===== config.mk =====
export PLATFORM = sky130hd
export DESIGN_NAME = baccarat_autoplay
export DESIGN_NICKNAME = d
export VERILOG_FILES = /design/src/rtl/baccarat_autoplay.sv
export SDC_FILE = /design/constraint.sdc
export NUM_CORES = 1
export LEC_CHECK = 0
export BUFFER_PORTS_ARGS = -buffer_cell sky130_fd_sc_hd__buf_2
export CAP_MARGIN = 25
export CORE_UTILIZATION = 60
export DETAILED_ROUTE_END_ITERATION = 6
export PLACE_DENSITY = 0.82
export RECOVER_POWER = 100
export SKIP_CTS_REPAIR_TIMING = 1
export SYNTH_ARGS = -nofsm -noshare
export SYNTH_HDL_FRONTEND = slang
export SYNTH_SLANG_ARGS = --single-unit

===== constraint.sdc =====
create_clock -name CLOCK_50 -period 5 [get_ports CLOCK_50]
set_clock_uncertainty 0.15 [all_clocks]
set_input_delay 0.25 -clock CLOCK_50 [delete_from_list [all_inputs] [get_ports CLOCK_50]]
set_output_delay 0.25 -clock CLOCK_50 [all_outputs]
set_load 0.01 [all_outputs]

===== src/rtl/baccarat_autoplay.sv =====
// Autoplay sequencer for a baccarat game: pulses the game's reset and step inputs,
// waits for each round result and keeps per-session win/tie statistics.
module baccarat_autoplay (
    input  logic        CLOCK_50,
    input  logic        reset,
    input  logic        start,
    input  logic        stop,
    input  logic [7:0]  num_rounds,
    input  logic [15:0] half_period,
    input  logic        game_done,
    input  logic        player_win,
    input  logic        dealer_win,
    output logic        slow_clock,
    output logic        game_resetb,
    output logic        busy,
    output logic        err,
    output logic [7:0]  round_count,
    output logic [7:0]  pwin_count,
    output logic [7:0]  dwin_count,
    output logic [7:0]  tie_count
);

    typedef enum logic [3:0] {
        S_IDLE,
        S_RST_LO,
        S_RST_HI,
        S_STEP_LO,
        S_STEP_HI,
        S_CHECK,
        S_TALLY,
        S_DONE,
        S_ERROR
    } state_t;

    localparam logic [3:0] MAX_STEPS = 4'd8;

    state_t      state_q, state_d;
    logic [15:0] timer_q, timer_d;
    logic [15:0] hp_q, hp_d;
    logic [3:0]  step_q, step_d;
    logic        err_q, err_d;
    logic [7:0]  round_q, round_d;
    logic [7:0]  pwin_q, pwin_d;
    logic [7:0]  dwin_q, dwin_d;
    logic [7:0]  tie_q, tie_d;

    logic [15:0] hp_load;
    logic [7:0]  round_next;
    logic        timer_done;

    function automatic logic [7:0] sat_inc(input logic [7:0] v);
        return (v == 8'hFF) ? v : v + 8'd1;
    endfunction

    always_comb begin
        state_d    = state_q;
        timer_d    = timer_q;
        hp_d       = hp_q;
        step_d     = step_q;
        err_d      = err_q;
        round_d    = round_q;
        pwin_d     = pwin_q;
        dwin_d     = dwin_q;
        tie_d      = tie_q;
        hp_load    = (half_period < 16'd2) ? 16'd2 : half_period;
        round_next = sat_inc(round_q);
        timer_done = (timer_q == 16'd0);

        case (state_q)
            S_IDLE, S_DONE, S_ERROR: begin
                if (start) begin
                    state_d = S_RST_LO;
                    hp_d    = hp_load;
                    timer_d = hp_load - 16'd1;
                    step_d  = '0;
                    err_d   = 1'b0;
                    round_d = '0;
                    pwin_d  = '0;
                    dwin_d  = '0;
                    tie_d   = '0;
                end
            end
            S_RST_LO: begin
                step_d = '0;
                if (timer_done) begin
                    state_d = S_RST_HI;
                    timer_d = hp_q - 16'd1;
                end else begin
                    timer_d = timer_q - 16'd1;
                end
            end
            S_RST_HI: begin
                if (timer_done) begin
                    state_d = S_STEP_LO;
                    timer_d = hp_q - 16'd1;
                end else begin
                    timer_d = timer_q - 16'd1;
                end
            end
            S_STEP_LO: begin
                if (timer_done) begin
                    state_d = S_STEP_HI;
                    timer_d = hp_q - 16'd1;
                end else begin
                    timer_d = timer_q - 16'd1;
                end
            end
            S_STEP_HI: begin
                if (timer_done) begin
                    state_d = S_CHECK;
                    step_d  = step_q + 4'd1;
                end else begin
                    timer_d = timer_q - 16'd1;
                end
            end
            S_CHECK: begin
                if (game_done) begin
                    state_d = S_TALLY;
                end else if (step_q < MAX_STEPS) begin
                    state_d = S_STEP_LO;
                    timer_d = hp_q - 16'd1;
                end else begin
                    state_d = S_ERROR;
                    err_d   = 1'b1;
                end
            end
            S_TALLY: begin
                // A result with no winner is a game fault and is never counted.
                if (!player_win && !dealer_win) begin
                    state_d = S_ERROR;
                    err_d   = 1'b1;
                end else begin
                    if (player_win && dealer_win) begin
                        tie_d = sat_inc(tie_q);
                    end else if (player_win) begin
                        pwin_d = sat_inc(pwin_q);
                    end else begin
                        dwin_d = sat_inc(dwin_q);
                    end
                    round_d = round_next;
                    if (stop || (num_rounds != 8'd0 && round_next == num_rounds)) begin
                        state_d = S_DONE;
                    end else begin
                        state_d = S_RST_LO;
                        timer_d = hp_q - 16'd1;
                    end
                end
            end
            default: begin
                state_d = S_IDLE;
            end
        endcase
    end

    always_ff @(posedge CLOCK_50) begin
        if (reset) begin
            state_q <= S_IDLE;
            timer_q <= '0;
            hp_q    <= '0;
            step_q  <= '0;
            err_q   <= 1'b0;
            round_q <= '0;
            pwin_q  <= '0;
            dwin_q  <= '0;
            tie_q   <= '0;
        end else begin
            state_q <= state_d;
            timer_q <= timer_d;
            hp_q    <= hp_d;
            step_q  <= step_d;
            err_q   <= err_d;
            round_q <= round_d;
            pwin_q  <= pwin_d;
            dwin_q  <= dwin_d;
            tie_q   <= tie_d;
        end
    end

    always_comb begin
        slow_clock  = !(state_q == S_RST_LO || state_q == S_STEP_LO);
        game_resetb = !(state_q == S_RST_LO || state_q == S_RST_HI);
        busy        = !(state_q == S_IDLE || state_q == S_DONE || state_q == S_ERROR);
    end

    assign err         = err_q;
    assign round_count = round_q;
    assign pwin_count  = pwin_q;
    assign dwin_count  = dwin_q;
    assign tie_count   = tie_q;

endmodule


Word-level counts from Yosys, hierarchy flattened
Index checks and enable logic that the tools add are counted.

cells by class
  add/sub/neg operators = 8
  multipliers = 0
  divide/modulo/power cells = 0
  $lt $le $gt $ge = 2
  equal/unequal tests = 32
  shift-type cells = 0
  muxes and demuxes = 45
  bitwise logic cells = 0
  reductions and logical operators = 31

operator list
  cell                                                                   count
  16-bit two-way mux                                                     8
  8-bit two-way mux                                                      14
  16-bit one-hot mux with 5 select lines                                 1
  8-bit one-hot mux with 2 select lines                                  4
  16-bit by 1-bit subtractor with 16-bit output, second input constant   3
  4-bit two-way mux                                                      10
  2-bit != test, second input constant                                   19
  8-bit by 1-bit adder with 8-bit output, second input constant          4
  8-bit equality test, second input constant                             4
  4-bit one-hot mux with 7 select lines                                  1
  4-bit by 3-bit equality test with 1-bit output, second input constant  4
  16-bit zero test                                                       1
  16-bit by 2-bit < comparator with 1-bit output, second input constant  1
  5-bit AND reduction                                                    3
  4-bit one-hot mux with 3 select lines                                  1
  6-bit AND reduction                                                    2
  4-bit by 2-bit equality test with 1-bit output, second input constant  2
  8-bit equality test                                                    1
  8-bit nonzero test                                                     1
  7-bit AND reduction                                                    1
  3-bit AND reduction                                                    2
  3-bit nonzero test                                                     2
  3-bit OR reduction                                                     2
  1-bit zero test                                                        5
  other kinds (13)                                                       22

storage, ports and cells
  register bits = 73
  latch bits = 0
  bits in writable memories = 0
  bits in read-only memories = 0
  input bits = 31
  output and inout bits = 36
  word-level logic and storage cells = 127
  memories = 0

Longest topological paths before layout
  depth in word-level cells = 8
  gate-level depth with buffers = 12
  depth with buffers taken out = 12

Worst setup path before layout
No wires, ideal clock.

  kind = input to register
  start = input half_period[11]
  end = register timer_q[14]
  setup time = 0.070 ns
  data arrival time = 2.851 ns
  required time = 4.780 ns
  setup slack = 1.929 ns
  stages = 12
  path buffers = 0
  cell sequence = or4_1 > nor4_2 > nand2_1 > nand2_1 > ha_1 > nand2b_1 > or3_1 > nor4_2 > xor2_1 > a221oi_1 > or3_1 > a21oi_1

between the ends
  word-level cells in the longest chain between the ends = 5

RTL lines
  element                                            RTL line  text
  start, declared                                    9         input logic [15:0] half_period,
  16-bit by 2-bit < comparator with 1-bit output     65        hp_load = (half_period < 16'd2) ? 16'd2 : half_period;
  16-bit two-way mux (*)                             65
  16-bit by 1-bit subtractor with 16-bit output (*)  74        timer_d = hp_load - 16'd1;
  16-bit two-way mux (*)                             71        if (start) begin
  16-bit one-hot mux with 5 select lines (*)         69        case (state_q)
  end signal, assigned                               168       timer_q <= timer_d;
  end, declared                                      38        logic [15:0] timer_q, timer_d;

Every way passes the cells marked *; elsewhere a longest branch is shown, timed or not. The select of a mux whose other input is x is not followed.
A chain may end at the register's enable or synchronous reset.

Final worst setup path
  start = register state_q[2]
  end = register dwin_q[5] (netlist: dwin_count[5])

between the ends
  word-level cells in the longest chain between the ends = 4
  elaborated cells between the ends (all ways) = 13
  those cells by class = eq/ne: 8; mux: 1; reduce/logical: 4

RTL lines
  element                                                                 RTL line  text
  start, declared                                                         37        state_t state_q, state_d;
  start signal, assigned                                                  167       state_q <= state_d;
  4-bit by 3-bit equality test with 1-bit output (tied with other cells)  69
  3-bit OR reduction                                                      69
  2-bit != test (no line) or 2-bit nonzero test (tied branches)           n/a
  6-bit AND reduction (no line)                                           n/a
  end signal, assigned                                                    174       dwin_q <= dwin_d;
  end, declared                                                           44        logic [7:0] dwin_q, dwin_d;

Parallel ways exist; a longest one is shown, timed or not.

==> impl_metrics.yaml <==
sta:
  drv_slew: 0
  clock.fmax_ghz: 0.263
  fin_hold_ws_ns: 0.00439
  finalHoldViolations: 0
  slew-limit-headroom_pct: 1.64
  rsz0062_at_grt: "false"
  setup_tns_ns: 0
  setup_viol: 0
  layout_min_cycle_time_ns: 3.80
  period_share_pct: 76.1
  tightest_slew_ns: 1.44
setup_path:
  required_ns: 5.15
  path_class: "reg -> reg"
  rr_worst_depth: 6
  cp-end-kind: "flop"
  reg2reg_slack_ns: 1.20
  critPathLaunchType: "flop"
  crit_arrival_ns: 3.95
  crit_fanout: 20
global_route:
  overflow: 0
  grt_first_pass_wirelength_um: 22300
  track_usage_pct: 31.9
  grt_max_degree: 68
  grt_pass1_vias: 4650
  grt_antenna_before_repair: 0
yosys:
  netlist.area_leader.share_pct: 28.6
  seq_area_frac_synth_pct: 28.6
  avgSynthCellArea_um2: 7.63
  synth_seq_cells: 73
  synth_cell_types: 75
  synth_edf_count: 0
  synth.most_common_cell: "nand2_1"
  synth_top_area_cell: "dfxtp_1"
  ys_async_sr_fraction_pct: 0
  synth-main-ff-cell: "dfxtp_1"
  syn-num-nets: 709
  ys_top_cells_by_area: "dfxtp_1 (29%), nand2_1 (5.6%), a21oi_1 (5.5%)"
  yosysWarnings: 0
  synthCells: 669
  synthTopCellsByCount: "nand2_1 (76), dfxtp_1 (73), nor2_1 (68)"
  syn_area_mm2: 0.00510
die:
  rows: 33
  die_x_um: 94.2
  die-height_um: 94.2
  pin_count: 67
  core_mm2: 0.00822
  start_util_pct: 62.1
  die_area_mm2: 0.00888
clocking:
  htreeDepth: 3
  ctsLongestPathBuffers: 2
  cts_tree: "done"
  clk-insertion-delay-late_ns: 0.37
  root_buffer: "clkbuf_8"
  cts.sinks: 73
  cts.clk_slew.worst_paths_ns: 0.10
  cts_inserted_buffers: 9
finish:
  fin_cells: 823
  n_antenna_cell: 0
  fin_nets: 753
  area_growth_pct: 8.68
  drive_gt1_share_pct: 9.61
run_status:
  violations: "max-capacitance violations"
  status: "finished with violations"
place:
  dp_cells: 806
  port_buffers: 66
  place_hpwl_um: 10000
  gp_congestion: 0.919
worst_hold_path:
  hold_depth: 3
  hold_path_class: "in -> reg"
pwr:
  worst_ir_drop_vdd_v: 0.000297
  powerDensity_mw_per_mm2: 355
  leakage_nw: 1.96
detailed_routing:
  drt-total-wl_um: 13700
  avgViaCountPerCell: 6.41
  via_count: 5278
  wl_per_cell_um: 16.7
  drt_iter0_drc: 515
  first_pass_iters: 6
  drc_errors: 0
  ant_nets: 0
flow_run:
  max-cap-violations: 1
area by class of cell:
type / count / area [um2]
clock buffer: 9 / 124
clock inverter: 7 / 101
fill: 761 / 2670
inverter: 13 / 48.8
multi-input combinational: 546 / 3370
sequential: 73 / 1460
tap: 105 / 131
timing repair buffer: 70 / 309
power breakdown:
group | internal (mW) | switching, mW
clock | 0.286 | 0.250
sequential | 0.634 | 0.0715
combinational | 0.268 | 0.456
total | 1.19 | 0.778
worst paths after layout:
path                         from            end
setup / recovery       state_q[2]  dwin_count[5]
hold / removal    half_period[15]       hp_q[15]
setup reg to reg       state_q[2]  dwin_count[5]
hold reg to reg               err            err
cells in the final DEF (no fill, tap or decap), types with 8 or more instances in the layout:
| cell type | synthesis | layout |
|---|---|---|
| a211oi_1 | 13 | 13 |
| nor2b_1 | 15 | 15 |
| nor3_1 | 19 | 20 |
| nand3_1 | 20 | 20 |
| clkbuf_1 | 21 | 37 |
| or3_1 | 13 | 13 |
| dfxtp_1 | 73 | 73 |
| buf_2 | 14 | 31 |
| a31oi_1 | 8 | 8 |
| nor4_1 | 9 | 10 |
| xor2_1 | 31 | 31 |
| clkbuf_8 | 0 | 9 |
| nand2b_1 | 12 | 12 |
| inv_1 | 13 | 13 |
| nand4_1 | 11 | 11 |
| and3_1 | 10 | 10 |
| o21ai_0 | 37 | 40 |
| a21oi_1 | 56 | 56 |
| nand2_1 | 76 | 76 |
| nor2_1 | 68 | 68 |
| xnor2_1 | 30 | 30 |
| ha_1 | 9 | 9 |
cell families (layout without fill, tap and decap cells):
kind of cell	after synthesis	after routing	share of synthesized area (%)
mux	3	3	0.613
simple gates	301	301	31.5
buf+inv	50	99	4.10
flops	73	73	28.6
compound gates	172	172	22.4
fa+ha+maj	9	9	2.21
xor+xnor	61	61	10.5
flip-flops by register name (all words and copies together), names as in the netlist:
register     count
dwin_count       8
err              1
hp_q            16
pwin_count       8
round_count      8
state_q          4
step_q           4
tie_count        8
timer_q         16
critical path, cell delays in order (launching register included):
cell and delay [ns]:
dfxtp_1 0.71, nand4bb_1 0.46, and3_1 0.39, a2111oi_0 1.11, nand4_1 0.38, or3_1 0.40, a21oi_1 0.15
stage by stage:
stage | cell area (um2) | util, % | power [mW] | worst slack [ns]
2_1_floorplan | 5100 | - | 1.26 | 1.93
3_3_place_gp | 5430 | 66.0 | 1.42 | 1.63
3_5_place_dp | 5430 | 66.0 | 1.44 | 1.54
4_1_cts | 5650 | 68.8 | 1.98 | 1.64
5_1_grt | 5550 | 67.5 | 2.08 | 0.834
6_report | 5550 | 67.5 | 1.97 | 1.20
metal layers:
layer	track usage, %	share of wire (%)	vias up
met5	0	0	-
li1	-	-	2513
met2	50.8	47	261
met4	12.6	1.9	0
met3	4.61	8.2	28
met1	43.0	43	2476
No activity file was read; power rests on OpenSTA's default activity.
